[config.mk]
export PLATFORM = sky130hd
export DESIGN_NAME = riscv_core_dpath_vec_ldu
export DESIGN_NICKNAME = d
export VERILOG_FILES = /design/src/rtl/riscv_vec_pkg.sv /design/src/rtl/riscv_core_dpath_vec_ldu_asm.sv /design/src/rtl/riscv_core_dpath_vec_ldu.sv
export SDC_FILE = /design/constraint.sdc
export NUM_CORES = 1
export LEC_CHECK = 0
export CORE_MARGIN = 5
export CORE_UTILIZATION = 35
export DETAILED_ROUTE_END_ITERATION = 7
export DONT_BUFFER_PORTS = 1
export GPL_TIMING_DRIVEN = 0
export HOLD_SLACK_MARGIN = 0.08
export PLACE_DENSITY = 0.55
export SLEW_MARGIN = 40
export SYNTH_ARGS = -nofsm -noshare
export SYNTH_HDL_FRONTEND = slang
export SYNTH_SLANG_ARGS = --single-unit
[constraint.sdc]
create_clock -name clk -period 4.2 [get_ports clk]
set_input_delay 0.84 -clock clk [delete_from_list [all_inputs] [get_ports clk]]
set_output_delay 0.84 -clock clk [all_outputs]
set_load 0.02 [all_outputs]
[src/rtl/riscv_vec_pkg.sv]
// Shared definitions for the vector load unit: element geometry, vl width,
// the load-unit state encoding and the vl clamp helper.
package riscv_vec_pkg;

   localparam int unsigned NUM_ELEM = 8;
   localparam int unsigned DATA_W   = 32;
   localparam int unsigned VL_W     = 4;
   localparam int unsigned IDX_W    = 3;
   localparam int unsigned VEC_W    = NUM_ELEM * DATA_W;

   typedef enum logic [1:0] {
      ST_IDLE  = 2'd0,
      ST_ISSUE = 2'd1,
      ST_DRAIN = 2'd2,
      ST_DONE  = 2'd3
   } ldu_state_e;

   // Requested vl beyond the last lane saturates to the last lane index.
   function automatic logic [VL_W-1:0] clamp_vl(input logic [VL_W-1:0] vl);
      clamp_vl = (vl > VL_W'(NUM_ELEM - 1)) ? VL_W'(NUM_ELEM - 1) : vl;
   endfunction

endpackage

[src/rtl/riscv_core_dpath_vec_ldu_asm.sv]
// Response assembly for the vector load unit: one 32-bit lane register per
// element, written in arrival order, with lanes above vl forced to zero.
module riscv_core_dpath_vec_ldu_asm
   import riscv_vec_pkg::*;
(
   input  logic              clk,
   input  logic              reset_n,
   input  logic              wr_en,
   input  logic [IDX_W-1:0]  wr_idx,
   input  logic [DATA_W-1:0] wr_data,
   input  logic [VL_W-1:0]   vl,
   output logic [VEC_W-1:0]  vec
);

   logic [DATA_W-1:0] lane_q [NUM_ELEM];

   // Capture each accepted memory response into its lane.
   always_ff @(posedge clk or negedge reset_n) begin
      if (!reset_n) begin
         for (int i = 0; i < NUM_ELEM; i++) begin
            lane_q[i] <= '0;
         end
      end else if (wr_en) begin
         lane_q[wr_idx] <= wr_data;
      end
   end

   // Present lanes 0..vl and zero the rest.
   always_comb begin
      vec = '0;
      for (int i = 0; i < NUM_ELEM; i++) begin
         if (VL_W'(i) <= vl) begin
            vec[i*DATA_W +: DATA_W] = lane_q[i];
         end
      end
   end

endmodule

[src/rtl/riscv_core_dpath_vec_ldu.sv]
// Vector load unit: accepts a (base, stride, vl) command, issues one word read
// per element with at most MAX_OUTST reads in flight, assembles the in-order
// responses into a 256-bit vector and hands it to the vector ALU.
// Build option: RISCV_VEC_LDU_STRIDE_EN -- when defined the command stride is
// used; otherwise the stride is fixed at 4 bytes and req_stride is ignored.
module riscv_core_dpath_vec_ldu
   import riscv_vec_pkg::*;
#(
   parameter int unsigned MAX_OUTST = 4
) (
   input  logic              clk,
   input  logic              reset_n,
   input  logic              req_val,
   output logic              req_rdy,
   input  logic [31:0]       req_base,
   input  logic [31:0]       req_stride,
   input  logic [VL_W-1:0]   req_vl,
   output logic              memreq_val,
   input  logic              memreq_rdy,
   output logic [31:0]       memreq_addr,
   input  logic              memresp_val,
   input  logic [DATA_W-1:0] memresp_data,
   output logic              resp_val,
   input  logic              resp_rdy,
   output logic [VEC_W-1:0]  resp_vec,
   output logic [VL_W-1:0]   resp_vl
);

   localparam logic [3:0] MAX_OUTST_C = 4'(MAX_OUTST);

   ldu_state_e       state_q, state_d;
   logic [VL_W-1:0]  vl_q;
   logic [IDX_W-1:0] issue_idx_q;
   logic [IDX_W-1:0] fill_idx_q;
   logic [3:0]       outst_q;
   logic [31:0]      addr_q;
   logic [31:0]      stride_sel;

   logic req_fire, memreq_fire, memresp_fire, last_issue;

`ifdef RISCV_VEC_LDU_STRIDE_EN
   logic [31:0] stride_q;
   assign stride_sel = stride_q;
`else
   logic unused_req_stride;
   assign unused_req_stride = ^req_stride;
   assign stride_sel        = 32'd4;
`endif

   assign req_fire     = req_val && req_rdy;
   assign memreq_fire  = memreq_val && memreq_rdy;
   // A response with nothing in flight is stale (e.g. from before a reset).
   assign memresp_fire = memresp_val && (outst_q != 4'd0);
   assign last_issue   = memreq_fire && (issue_idx_q == vl_q[IDX_W-1:0]);
   assign memreq_addr  = addr_q;
   assign resp_vl      = vl_q;

   // State register.
   always_ff @(posedge clk or negedge reset_n) begin
      if (!reset_n) state_q <= ST_IDLE;
      else          state_q <= state_d;
   end

   // Next-state logic: DRAIN waits one cycle past the last response.
   always_comb begin
      state_d = state_q;
      case (state_q)
         ST_IDLE:  if (req_fire)          state_d = ST_ISSUE;
         ST_ISSUE: if (last_issue)        state_d = ST_DRAIN;
         ST_DRAIN: if (outst_q == 4'd0)   state_d = ST_DONE;
         ST_DONE:  if (resp_rdy)          state_d = ST_IDLE;
         default:                         state_d = ST_IDLE;
      endcase
   end

   // Handshake outputs decoded from the current state.
   always_comb begin
      req_rdy    = (state_q == ST_IDLE);
      memreq_val = (state_q == ST_ISSUE) && (outst_q < MAX_OUTST_C);
      resp_val   = (state_q == ST_DONE);
   end

   // Command latch, element indices and in-flight read count.
   always_ff @(posedge clk or negedge reset_n) begin
      if (!reset_n) begin
         vl_q        <= '0;
         issue_idx_q <= '0;
         fill_idx_q  <= '0;
         outst_q     <= '0;
      end else if (req_fire) begin
         vl_q        <= clamp_vl(req_vl);
         issue_idx_q <= '0;
         fill_idx_q  <= '0;
         outst_q     <= '0;
      end else begin
         if (memreq_fire)  issue_idx_q <= issue_idx_q + IDX_W'(1);
         if (memresp_fire) fill_idx_q  <= fill_idx_q + IDX_W'(1);
         case ({memreq_fire, memresp_fire})
            2'b10:   outst_q <= outst_q + 4'd1;
            2'b01:   outst_q <= outst_q - 4'd1;
            default: outst_q <= outst_q;
         endcase
      end
   end

   // Running element address; wraps modulo 2^32.
   always_ff @(posedge clk) begin
      if (req_fire)         addr_q <= req_base;
      else if (memreq_fire) addr_q <= addr_q + stride_sel;
   end

`ifdef RISCV_VEC_LDU_STRIDE_EN
   // Stride latched with the command.
   always_ff @(posedge clk) begin
      if (req_fire) stride_q <= req_stride;
   end
`endif

   riscv_core_dpath_vec_ldu_asm u_asm (
      .clk     (clk),
      .reset_n (reset_n),
      .wr_en   (memresp_fire),
      .wr_idx  (fill_idx_q),
      .wr_data (memresp_data),
      .vl      (vl_q),
      .vec     (resp_vec)
   );

`ifndef SYNTHESIS
   // Flag responses that arrive with no read in flight.
   always @(posedge clk) begin
      if (reset_n) begin
         assert (!(memresp_val && (outst_q == 4'd0)))
            else $error("vec_ldu: memresp_val with no outstanding read");
      end
   end
`endif

endmodule

==> flow_metrics.tcl <==
set metrics [dict create \
    rows 73 \
    detail_route.first_pass.iterations 4 \
    arrival_ps 3010 \
    synth_edf_count 32 \
    syn_area_mm2 0.0142 \
    netlist_instances 1136 \
    worst-path-max-fanout 10 \
    ys.flop_type "dfrtp_1" \
    swShare_pct 39.7 \
    postPlaceCellArea_mm2 0.0150 \
    place.gp.congestion 0.785 \
    final_cells 1731 \
    hold_violations 21 \
    synth_adder_area_share_pct 0.792 \
    ys_warn_count 0 \
    post_cts_resized 0 \
    die_area_mm2 0.0448 \
    fin_skew_ps 25.4 \
    comb_power_share_pct 39.2 \
    clkPwrFrac_pct 22.6 \
    synth_top_family_by_area "multiplexers" \
    io_buffers 0 \
    track_usage_pct 18.2 \
    finalCoreUtilization_pct 40.4 \
    clock-root-buffer "clkbuf_16" \
    avgViaCountPerCell 5.08 \
    nFillCells 3847 \
    violations "negative hold slack" \
    hold_class "in -> async" \
    die_w_um 212 \
    cts_setup_buffers 0 \
    tightestPinTransition_ps 745 \
    core_area_mm2 0.0400 \
    p_switching_w 0.00556 \
    synth-simple-area-share_pct 15.6 \
    wl_per_cell_um 24.0 \
    clock.fmax_mhz 260 \
    grt-ovfl-total 0 \
    hpwl_mm 29.3 \
    grt_pass1_vias 9236 \
    start_util_pct 35.6 \
    grt_pass1_wl_mm 61.7 \
    async_flop_share_pct 89.5 \
    setup_violations 0 \
    startpoint_type "register" \
    run_status "finished with violations" \
    ys_ff_latch 304 \
    design_area_mm2 0.0162 \
    synth_compound_area_share_pct 3.06 \
    fin_nets 1293 \
    p_per_area_mw_per_mm2 866 \
    drc 0 \
    syn_area_per_cell_um2 12.5 \
    synth.net_count 1251 \
    clock_path_buffers 3 \
    drive_above_1_share_pct 32.1 \
    numCtsBuffers 36 \
    io_pins 401 \
    cap_violations 0 \
    ir_worst_vdd_uv 441 \
    min_period_over_period_pct 91.7 \
    synth.area.mux_share_pct 20.5 \
    area_delta_synth_final_pct 13.6 \
    worst_ep_required_time_ps 3360 \
    ant_nets 0 \
    drtIter0Drc 481 \
    fin_crit_ps 3850 \
    slew_headroom_pct 50.2 \
    drt-total-wl_mm 41.5 \
    grt_max_degree 273 \
    clkTransAtPathRegs_ps 60 \
    cts_tree "done" \
    rsz0062_at_grt "false" \
    synth_seq_area_share_pct 54.6 \
    seq_area_mm2 0.00777 \
    via_count 8793 \
    synth_xor_area_share_pct 1.23 \
    p_int_w 0.00843 \
    crit_type "reg -> out" \
    antenna_found_initial 0 \
    htreeDepth 2 \
    die_h_um 212 \
    p_leak_nw 6.80 \
    whs_ps -11.3 \
    slew_violations 0 \
    clkSinkCount 304 \
    place_inst 1664 \
    clkLatencyLatePin_ps 550 \
    seq_power_share_pct 38.2 \
    ys_types 51 \
    crit_path_end_kind "primary output" \
    multiInputGateArea_mm2 0.00591 \
    final.setup.tns_ps 0 \
]
## logic make-up (layout without fill, tap and decap cells)
family / after synthesis / after routing
AND/OR/NAND/NOR: 374 / 374
flip-flops: 304 / 304
multiplexers: 259 / 259
buffers and inverters: 105 / 174
AO/OA/AOI/OAI: 65 / 65
XOR/XNOR: 20 / 20
adder cells (fa/ha/maj): 9 / 9
other: 0 / 1
## area by class of cell
type                    instances  share of cell area (%)
flip-flops and latches        304                    48.1
multi-input cells             727                    36.6
clock buffers                  56                    6.73
well taps                     525                    4.06
plain buffers                  97                    3.51
clock inverters                 9                   0.704
repair buffers                  4                   0.186
inverters                       8                   0.186
diodes                          1                  0.0155
## stage by stage
| step | worst slack [ps] | total power (W) |
|---|---|---|
| 4_1_cts | 111 | 0.0142 |
| 3_3_place_gp | 238 | 0.0108 |
| 2_1_floorplan | 1610 | 0.00964 |
| 6_report | 347 | 0.0140 |
| 5_1_grt | 20.2 | 0.0149 |
| 3_5_place_dp | 705 | 0.0110 |
## critical path: stages, from the launching register on
cell and delay, ps:
dfrtp_1 550, or2_2 360, clkbuf_2 300, nor3_2 490, clkbuf_1 490, nor2b_1 280
## Yosys cell counts, drive strengths merged (2+ instances only)
| cell type | n | area, µm² |
|---|---|---|
| mux2i | 2 | 20.0 |
| or2 | 2 | 12.5 |
| xor2 | 14 | 123 |
| nor3b | 2 | 15.0 |
| dfrtp | 272 | 6810 |
| nor2 | 27 | 101 |
| edfxtp | 32 | 961 |
| ha | 9 | 113 |
| and4 | 5 | 43.8 |
| nor3 | 8 | 40.0 |
| buf | 61 | 430 |
| nand3b | 2 | 18.8 |
| clkbuf | 36 | 135 |
| a21oi | 8 | 40.0 |
| and3 | 3 | 18.8 |
| nand2b | 4 | 25.0 |
| o21ai | 16 | 80.1 |
| nand4 | 8 | 56.3 |
| or3 | 4 | 30.0 |
| nor4b | 3 | 38.8 |
| nor2b | 161 | 1010 |
| o31ai | 15 | 113 |
| o41ai | 3 | 45.1 |
| xnor2 | 6 | 52.6 |
| inv | 8 | 30.0 |
| nor4 | 2 | 18.8 |
| a31oi | 18 | 113 |
| or4 | 13 | 97.6 |
| nand2 | 44 | 165 |
| and2 | 70 | 440 |
| mux2 | 257 | 2890 |
| nand3 | 13 | 65.1 |
## cells in the final DEF (no fill, tap or decap), types with 4 or more instances in the layout
cell	n
dfrtp_1	272
mux2_2	254
nor2b_1	161
and2_1	69
clkbuf_1	46
buf_4	45
nand2_1	43
clkbuf_16	38
edfxtp_1	32
nor2_1	27
a31oi_1	18
o21ai_0	16
o31ai_1	15
buf_2	14
xor2_1	14
nand3_1	13
or4_1	13
ha_1	9
inv_1	8
nand4_1	7
clkbuf_8	7
nor3_1	6
a21oi_1	6
xnor2_1	6
and4_1	5
buf_6	4
nand2b_1	4
## state kept, by name, summed over array words and instances (netlist names)
register      count
issue_idx_q       3
outst_q           4
resp_vl           4
u_asm.lane_q    256
state_q           2
fill_idx_q        3
memreq_addr      32
## power by group through the flow
stage	registers [W]	logic (W)	clock network, W
3_5_place_dp	0.00538	0.00559	0
5_1_grt	0.00553	0.00594	0.00338
6_report	0.00534	0.00548	0.00317
3_3_place_gp	0.00531	0.00550	0
4_1_cts	0.00535	0.00561	0.00327
2_1_floorplan	0.00508	0.00456	0
## final timing paths
path	cells after the start	from	to	slack (ps)
hold reg to reg	1	u_asm.lane_q[65]	u_asm.lane_q[65]	490
max in group asynchronous	0	reset_n	resp_vl[3]	3860
setup / recovery	5	resp_vl[2]	resp_vec[37]	350
hold / removal	0	reset_n	u_asm.lane_q[237]	-10
setup reg to reg	8	state_q[0]	resp_vl[0]	1570
min in group clk	1	memresp_data[12]	u_asm.lane_q[44]	440
## routing by layer
| metal | routed length [µm] | global-route usage, % |
|---|---|---|
| met4 | 895 | 5.33 |
| met2 | 19700 | 28.8 |
| met1 | 17200 | 23.4 |
| met5 | 0 | 0 |
| met3 | 3730 | 6.70 |
Power figures use the tool's default switching activity.
